### config.mk
export PLATFORM = sky130hd
export DESIGN_NAME = fill_state_seq
export DESIGN_NICKNAME = d
export VERILOG_FILES = /design/src/rtl/fill_state_seq.sv
export SDC_FILE = /design/constraint.sdc
export NUM_CORES = 1
export LEC_CHECK = 0
export ABC_CLOCK_PERIOD_IN_PS = 4750
export CAP_MARGIN = 5
export CORE_UTILIZATION = 40
export CTS_CLUSTER_SIZE = 30
export DETAILED_ROUTE_END_ITERATION = 16
export PLACE_DENSITY_LB_ADDON = 0.3
export SETUP_SLACK_MARGIN = 0.5
export SYNTH_ARGS = -nofsm -noshare
export SYNTH_HDL_FRONTEND = slang
export SYNTH_SLANG_ARGS = --single-unit
export TNS_END_PERCENT = 50
### constraint.sdc
create_clock -name clk -period 4.75 [get_ports clk]
set_input_delay 0.95 -clock clk [delete_from_list [all_inputs] [get_ports clk]]
set_output_delay 0.95 -clock clk [all_outputs]
set_load 0.02 [all_outputs]
### src/rtl/fill_state_seq.sv
// fill_state_seq: walks one channel's state words in memory, turns each
// returned word into a one-hot load strobe, and latches the leading words
// as configuration. Supports a per-word skip mask, abort and a done pulse.
//
// state | meaning
// ------+-----------------------------------------------------------
// IDLE  | waiting for fill_start; pipeline empty
// ISSUE | one word index per cycle, read strobe unless masked
// DRAIN | all indices issued, waiting for in-flight returns to land
module fill_state_seq #(
   parameter int CH_NUM     = 4,
   parameter int FILL_WORDS = 16,
   parameter int CFG_WORDS  = 6,
   parameter int DATA_W     = 32,
   parameter int RD_LATENCY = 1,
   localparam int CH_W      = (CH_NUM > 1) ? $clog2(CH_NUM) : 1,
   localparam int IDX_W     = $clog2(FILL_WORDS)
) (
   input  logic                          clk,
   input  logic                          rst,
   input  logic                          fill_start,
   input  logic [CH_W-1:0]               fill_ch,
   input  logic [FILL_WORDS-1:0]         fill_mask,
   input  logic                          fill_abort,
   output logic                          mem_rd,
   output logic [CH_W+IDX_W-1:0]         mem_addr,
   input  logic [DATA_W-1:0]             mem_rdata,
   output logic [FILL_WORDS-1:0]         load_en,
   output logic [DATA_W-1:0]             load_data,
   output logic                          last_en,
   output logic [CFG_WORDS*DATA_W-1:0]   cfg_words,
   output logic                          fill_busy,
   output logic                          fill_done
);

   typedef enum logic [1:0] {
      S_IDLE  = 2'd0,
      S_ISSUE = 2'd1,
      S_DRAIN = 2'd2
   } state_t;

   localparam logic [IDX_W-1:0] LAST_IDX = IDX_W'(FILL_WORDS - 1);

   state_t                      state;
   state_t                      state_nxt;
   logic [CH_W-1:0]             ch_q;
   logic [FILL_WORDS-1:0]       mask_q;
   logic [IDX_W-1:0]            idx_q;

   // Return pipeline: live marks an issued slot (masked or not) so drain
   // timing and last_en do not depend on the mask; valid marks a real read.
   logic [RD_LATENCY-1:0]       p_live;
   logic [RD_LATENCY-1:0]       p_valid;
   logic [RD_LATENCY-1:0]       p_last;
   logic [IDX_W-1:0]            p_idx [RD_LATENCY];

   logic [CH_W+IDX_W-1:0]       addr_q;
   logic [DATA_W-1:0]           data_q;
   logic [CFG_WORDS*DATA_W-1:0] cfg_q;

   logic                        issue;
   logic                        accept;
   logic                        flush;
   logic                        any_live;
   logic                        out_live;
   logic                        out_valid;
   logic                        out_last;
   logic [IDX_W-1:0]            out_idx;

   assign issue     = (state == S_ISSUE);
   assign accept    = (state == S_IDLE) && fill_start && !fill_abort;
   assign flush     = fill_abort && (state != S_IDLE);
   assign any_live  = |p_live;
   assign out_live  = p_live[RD_LATENCY-1];
   assign out_valid = p_valid[RD_LATENCY-1];
   assign out_last  = p_last[RD_LATENCY-1];
   assign out_idx   = p_idx[RD_LATENCY-1];

   // Next-state, read strobe and completion pulse.
   always_comb begin
      state_nxt = state;
      mem_rd    = 1'b0;
      fill_done = 1'b0;
      case (state)
         S_IDLE: begin
            if (fill_start && !fill_abort) state_nxt = S_ISSUE;
         end
         S_ISSUE: begin
            mem_rd = ~mask_q[idx_q];
            if (fill_abort)              state_nxt = S_IDLE;
            else if (idx_q == LAST_IDX)  state_nxt = S_DRAIN;
         end
         S_DRAIN: begin
            if (fill_abort) begin
               state_nxt = S_IDLE;
            end else if (!any_live) begin
               fill_done = 1'b1;
               state_nxt = S_IDLE;
            end
         end
         default: state_nxt = S_IDLE;
      endcase
   end

   // State register, request latch and word counter.
   always_ff @(posedge clk) begin
      if (rst) begin
         state  <= S_IDLE;
         ch_q   <= '0;
         mask_q <= '0;
         idx_q  <= '0;
      end else begin
         state <= state_nxt;
         if (accept) begin
            ch_q   <= fill_ch;
            mask_q <= fill_mask;
            idx_q  <= '0;
         end else if (issue) begin
            idx_q  <= idx_q + 1'b1;
         end
      end
   end

   // Pipeline control bits; abort empties it so nothing further lands.
   always_ff @(posedge clk) begin
      if (rst || flush) begin
         p_live  <= '0;
         p_valid <= '0;
         p_last  <= '0;
      end else begin
         p_live[0]  <= issue;
         p_valid[0] <= mem_rd;
         p_last[0]  <= issue && (idx_q == LAST_IDX);
         for (int i = 1; i < RD_LATENCY; i++) begin
            p_live[i]  <= p_live[i-1];
            p_valid[i] <= p_valid[i-1];
            p_last[i]  <= p_last[i-1];
         end
      end
   end

   // Pipeline word index; only meaningful alongside its valid bit.
   always_ff @(posedge clk) begin
      p_idx[0] <= idx_q;
      for (int i = 1; i < RD_LATENCY; i++) begin
         p_idx[i] <= p_idx[i-1];
      end
   end

   // Held address/data and the config word latch.
   always_ff @(posedge clk) begin
      if (rst) begin
         addr_q <= '0;
         data_q <= '0;
         cfg_q  <= '0;
      end else begin
         if (mem_rd) addr_q <= {ch_q, idx_q};
         if (out_valid) begin
            data_q <= mem_rdata;
            for (int k = 0; k < CFG_WORDS; k++) begin
               if (out_idx == IDX_W'(k)) cfg_q[k*DATA_W +: DATA_W] <= mem_rdata;
            end
         end
      end
   end

   // One-hot load strobe for the word emerging from the pipeline.
   always_comb begin
      load_en = '0;
      if (out_valid) load_en[out_idx] = 1'b1;
   end

   assign last_en   = out_live & out_last;
   assign load_data = out_valid ? mem_rdata : data_q;
   assign mem_addr  = mem_rd ? {ch_q, idx_q} : addr_q;
   assign fill_busy = (state != S_IDLE);
   assign cfg_words = cfg_q;

endmodule

==> summary by stage <==
Status
The run finished with clean final reports.

Synthesis
The top cell type by area accounts for 55.1% of the synthesized area. Of the total synthesized cell area, the portion taken by XOR and XNOR cells is 0.277%. The post-synthesis instance area is 0.00949 mm2. The synthesized area divided by synthesized cell count is 8.34 um2.

Summing the areas of all compound-gate instances in the mapped netlist gives 11.9% of the synthesized area. The main combinational cell family by area after synthesis is simple AND/OR/NAND/NOR gates. Yosys attributes the largest share of cell area to sky130_fd_sc_hd__dfxtp_1, sky130_fd_sc_hd__nand2_1, sky130_fd_sc_hd__a21oi_1, sky130_fd_sc_hd__mux2_2, sky130_fd_sc_hd__clkbuf_1. Of all flip-flops after synthesis, the portion carrying an async set or reset was 0%. For this run, the leading register cell type out of synthesis is sky130_fd_sc_hd__dfxtp_1. sky130_fd_sc_hd__nand2_1 is the most common cell in the netlist.

The fraction of the mapped netlist area in adder cells is 0.132%. In the synthesized netlist, the cells that appear most often are sky130_fd_sc_hd__nand2_1, sky130_fd_sc_hd__dfxtp_1, sky130_fd_sc_hd__a21oi_1. In this run, distinct cell masters in the synthesized netlist total around 40. The number of warnings reported in the yosys synthesis log is 0. Counting flops and latches in the post-synthesis netlist gives 261.

The count of flip-flops with a built-in enable after synthesis is 0. Of all cell types, the one taking the most synthesized area is sky130_fd_sc_hd__dfxtp_1. The mux share of post-synthesis cell area is under 10%. The area share of and/or/nand/nor cells after synthesis is 22.3%. The number of nets handed over by synthesis was around 1.2k.

Sequential elements use a little under three fifths of the synthesized area. The number of cells produced by synthesis is 1,137.

Clocking
CTS built an H-tree with a depth of 1. The clock transition at the registers of the reported paths is ~0.06 ns. The clock buffer count from CTS is 28. TritonCTS built the clock tree.

The number of sinks handled by clock tree synthesis is 261. The longest clock path from root to sink contains 3 buffers. The library cell used as clock root buffer is sky130_fd_sc_hd__clkbuf_16. The clock latency on the worst-skew pair is 0.53 ns. In this run the post-CTS setup repair buffer count came out at 0.

Finish
The number of diodes is 0. In the final design database the tool counted 1,457 nets. The final design utilization is 59.4%. The post-route netlist has 8.01% of its cells at a drive strength greater than 1. After routing the design area is 0.0136 mm2. Relative to the synthesized area, the layout overhead comes to 43.5%. Fill cells in the final layout number about 2.1k.

Critical path
The critical path startpoint is idx_q[0]. Along the worst path, the maximum fanout reaches 14. The category of the critical setup timing path is reg2out. The kind of end point of the critical path is an output port.

The required time at the endpoint of the critical path is 3.80 ns. The worst reg-to-reg setup slack is ~2.2 ns. The end of the worst register-to-register path is cfg_words[128]. The startpoint of the lowest-slack register-to-register path is out_valid. The number of cells on the worst reg-to-reg path is 6. The worst setup path is launched from a flip-flop. The signal arrival time at the worst endpoint is ~3.1 ns.

Worst hold path
The hold path endpoint is p_idx[0][3]. The number of cells on the worst hold path is 0. The class of the tightest hold or removal check is reg2reg. The startpoint of the worst hold path is idx_q[3].

Global routing
The maximum number of pins on one net before global-route repair is 113. The initial antenna violation count was 0. Summed over all layers, the global routing overflow is 0. The number of global-route vias before repair came to 8,276. The first global-routing pass estimated 46,600 um of wire. The total global routing track utilization is ~25%.

Routing
The count of nets left with antenna violations once routing finished came out at 0. The total via count in the routed design is 8,662. The final routed wirelength across all metal layers is 30,500 um. For this block, the initial DRC count from the detailed router was 496.

The detailed-routing iteration count for the pre-antenna-repair pass is 5. Dividing the detail-routed wire length by the instance count gives around 18 um. In the routed design, unresolved DRC markers number 0. The via density per instance is 4.99.

STA
Adding up every negative setup slack in the final design gives 0 ns. The clock skew after layout is 0.0109 ns. Across all hold checks on the routed design, the worst slack comes to 0.418 ns. For the pin with the worst max-slew slack, the measured transition is between 0.8 and 0.9 ns.

Derived from the worst setup path, the maximum achievable clock frequency is 248 MHz. Setup repair after global routing left no endpoint under its margin. The max-slew violation count came to 0. The final critical-path share of the clock period is 84.8%. The number of hold-slack violations in the final timing report is 0.

Setup violations remaining at the end of the flow were counted as 0. In this run the tightest slew margin relative to its limit is 45.8%. The smallest clock period supported by the final layout is computed as 4.03 ns.

Flow run
The tool flagged a number of max-cap violations equal to 0.

Floorplan
The horizontal die dimension is 156 um. During I/O placement, the number of pins put on the boundary was 304. The total area inside the core boundary comes to 0.0229 mm2. The effective utilization at floorplan is 41.4%. The die boundary height is about 160 um. The die area is 0.0243 mm2. The total number of placement rows is between 50 and 60.

Power and ir drop
Across the VDD grid, the largest voltage drop is about 250 uV. The analysis attributes to cell leakage a power of 0.00461 uW. For this design the ratio of total power to cell area is 344 mW/mm2.

Placed design
The placed wire-length estimate after detailed placement is between 15,000 and 20,000 um. At the end of routability-driven placement, the weighted congestion stood at 0.792. Buffers placed on the I/O ports in this run total 303. The placed instance area is 0.0127 mm2.
[state kept, by name, summed over array words and instances, names as in the netlist]
signal     flops
any_live       1
ch_q           2
cfg_words    192
addr_q         6
mask_q        16
p_idx          4
out_last       1
state          2
data_q        32
out_valid      1
idx_q          4
[timing repair]
item,in CTS,in global routing
gates resized for setup,0,1
endpoints found under the setup margin,0,1
hold buffers,0,0
[layout make-up]
| class | instances | area [um2] | area share, % |
|---|---|---|---|
| Clock buffer | 40 | 827 | 6.08 |
| Clock inverter | 11 | 120 | 0.883 |
| Inverter | 10 | 42.5 | 0.313 |
| Multi-Input combinational cell | 783 | 3850 | 28.3 |
| Sequential cell | 261 | 5230 | 38.4 |
| Tap cell | 313 | 392 | 2.88 |
| Timing Repair Buffer | 318 | 3150 | 23.1 |
[worst max-delay path, stage by stage (launching register included)]
cell and delay (ns):
sky130_fd_sc_hd__dfxtp_1 0.63, sky130_fd_sc_hd__mux4_2 0.58, sky130_fd_sc_hd__nand3b_1 0.13, sky130_fd_sc_hd__o211a_4 0.29
sky130_fd_sc_hd__mux2_2 0.36, sky130_fd_sc_hd__clkdlybuf4s50_1 0.54
[worst max-delay path by stage]
stage / to / slack (ns) / depth (start not counted)
floorplan: mem_addr[2] / 1.86 / 6
global placement: mem_addr[1] / 1.26 / 5
detailed placement: mem_addr[5] / 1.21 / 5
CTS: mem_addr[5] / 0.63 / 5
global route: mem_addr[5] / 0.61 / 5
finish: mem_addr[5] / 0.72 / 5
[power by group]
group          switching [uW]  internal [uW]  leakage [uW]
Sequential               13.8           2210       0.00211
Combinational             150            112       0.00204
Clock                     882           1320      0.000459
[cells in the final DEF, fill, tap and decap left out, types with 2 or more instances in the layout]
master / count
sky130_fd_sc_hd__or3_1: 2
sky130_fd_sc_hd__buf_4: 15
sky130_fd_sc_hd__or3_2: 2
sky130_fd_sc_hd__nor2_1: 10
sky130_fd_sc_hd__nand2b_1: 14
sky130_fd_sc_hd__clkbuf_1: 5
sky130_fd_sc_hd__inv_1: 8
sky130_fd_sc_hd__clkbuf_16: 29
sky130_fd_sc_hd__dfxtp_1: 259
sky130_fd_sc_hd__a21oi_1: 212
sky130_fd_sc_hd__nor3_1: 6
sky130_fd_sc_hd__clkbuf_8: 7
sky130_fd_sc_hd__mux2i_1: 8
sky130_fd_sc_hd__xnor2_1: 2
sky130_fd_sc_hd__nor2b_1: 33
sky130_fd_sc_hd__bufinv_16: 2
sky130_fd_sc_hd__mux2_2: 38
sky130_fd_sc_hd__nand3b_1: 4
sky130_fd_sc_hd__mux4_2: 2
sky130_fd_sc_hd__dfxtp_2: 2
sky130_fd_sc_hd__clkdlybuf4s50_1: 302
sky130_fd_sc_hd__clkinv_4: 3
sky130_fd_sc_hd__and2_1: 3
sky130_fd_sc_hd__nand3_1: 2
sky130_fd_sc_hd__nand2_1: 423
sky130_fd_sc_hd__clkinvlp_4: 3
sky130_fd_sc_hd__o22ai_1: 2
sky130_fd_sc_hd__clkinv_2: 4
sky130_fd_sc_hd__or2_2: 2
[metal layers]
metal,up-vias,wire [um],GRT usage (%)
met1,4085,12500,30.2
met4,0,816,7.56
met5,-,0,0
met2,311,14500,41.6
li1,4208,-,-
met3,58,2690,6.50
[kinds of logic after synthesis]
kind of cell / count (synthesis)
XOR/XNOR: 3
flip-flops: 261
AND/OR/NAND/NOR: 510
multiplexers: 49
buffers and inverters: 93
AO/OA/AOI/OAI: 220
adder cells (fa/ha/maj): 1
[metrics by stage]
| step | worst slack (ns) | total power, uW | instances |
|---|---|---|---|
| floorplan | 1.86 | 2400 | 1137 |
| global placement | 1.26 | 2530 | 1685 |
| detailed placement | 1.21 | 2540 | 1685 |
| CTS | 0.633 | 4730 | 1736 |
| global route | 0.609 | 4840 | 1736 |
| finish | 0.720 | 4690 | 1736 |
Power figures use the tool's default switching activity.
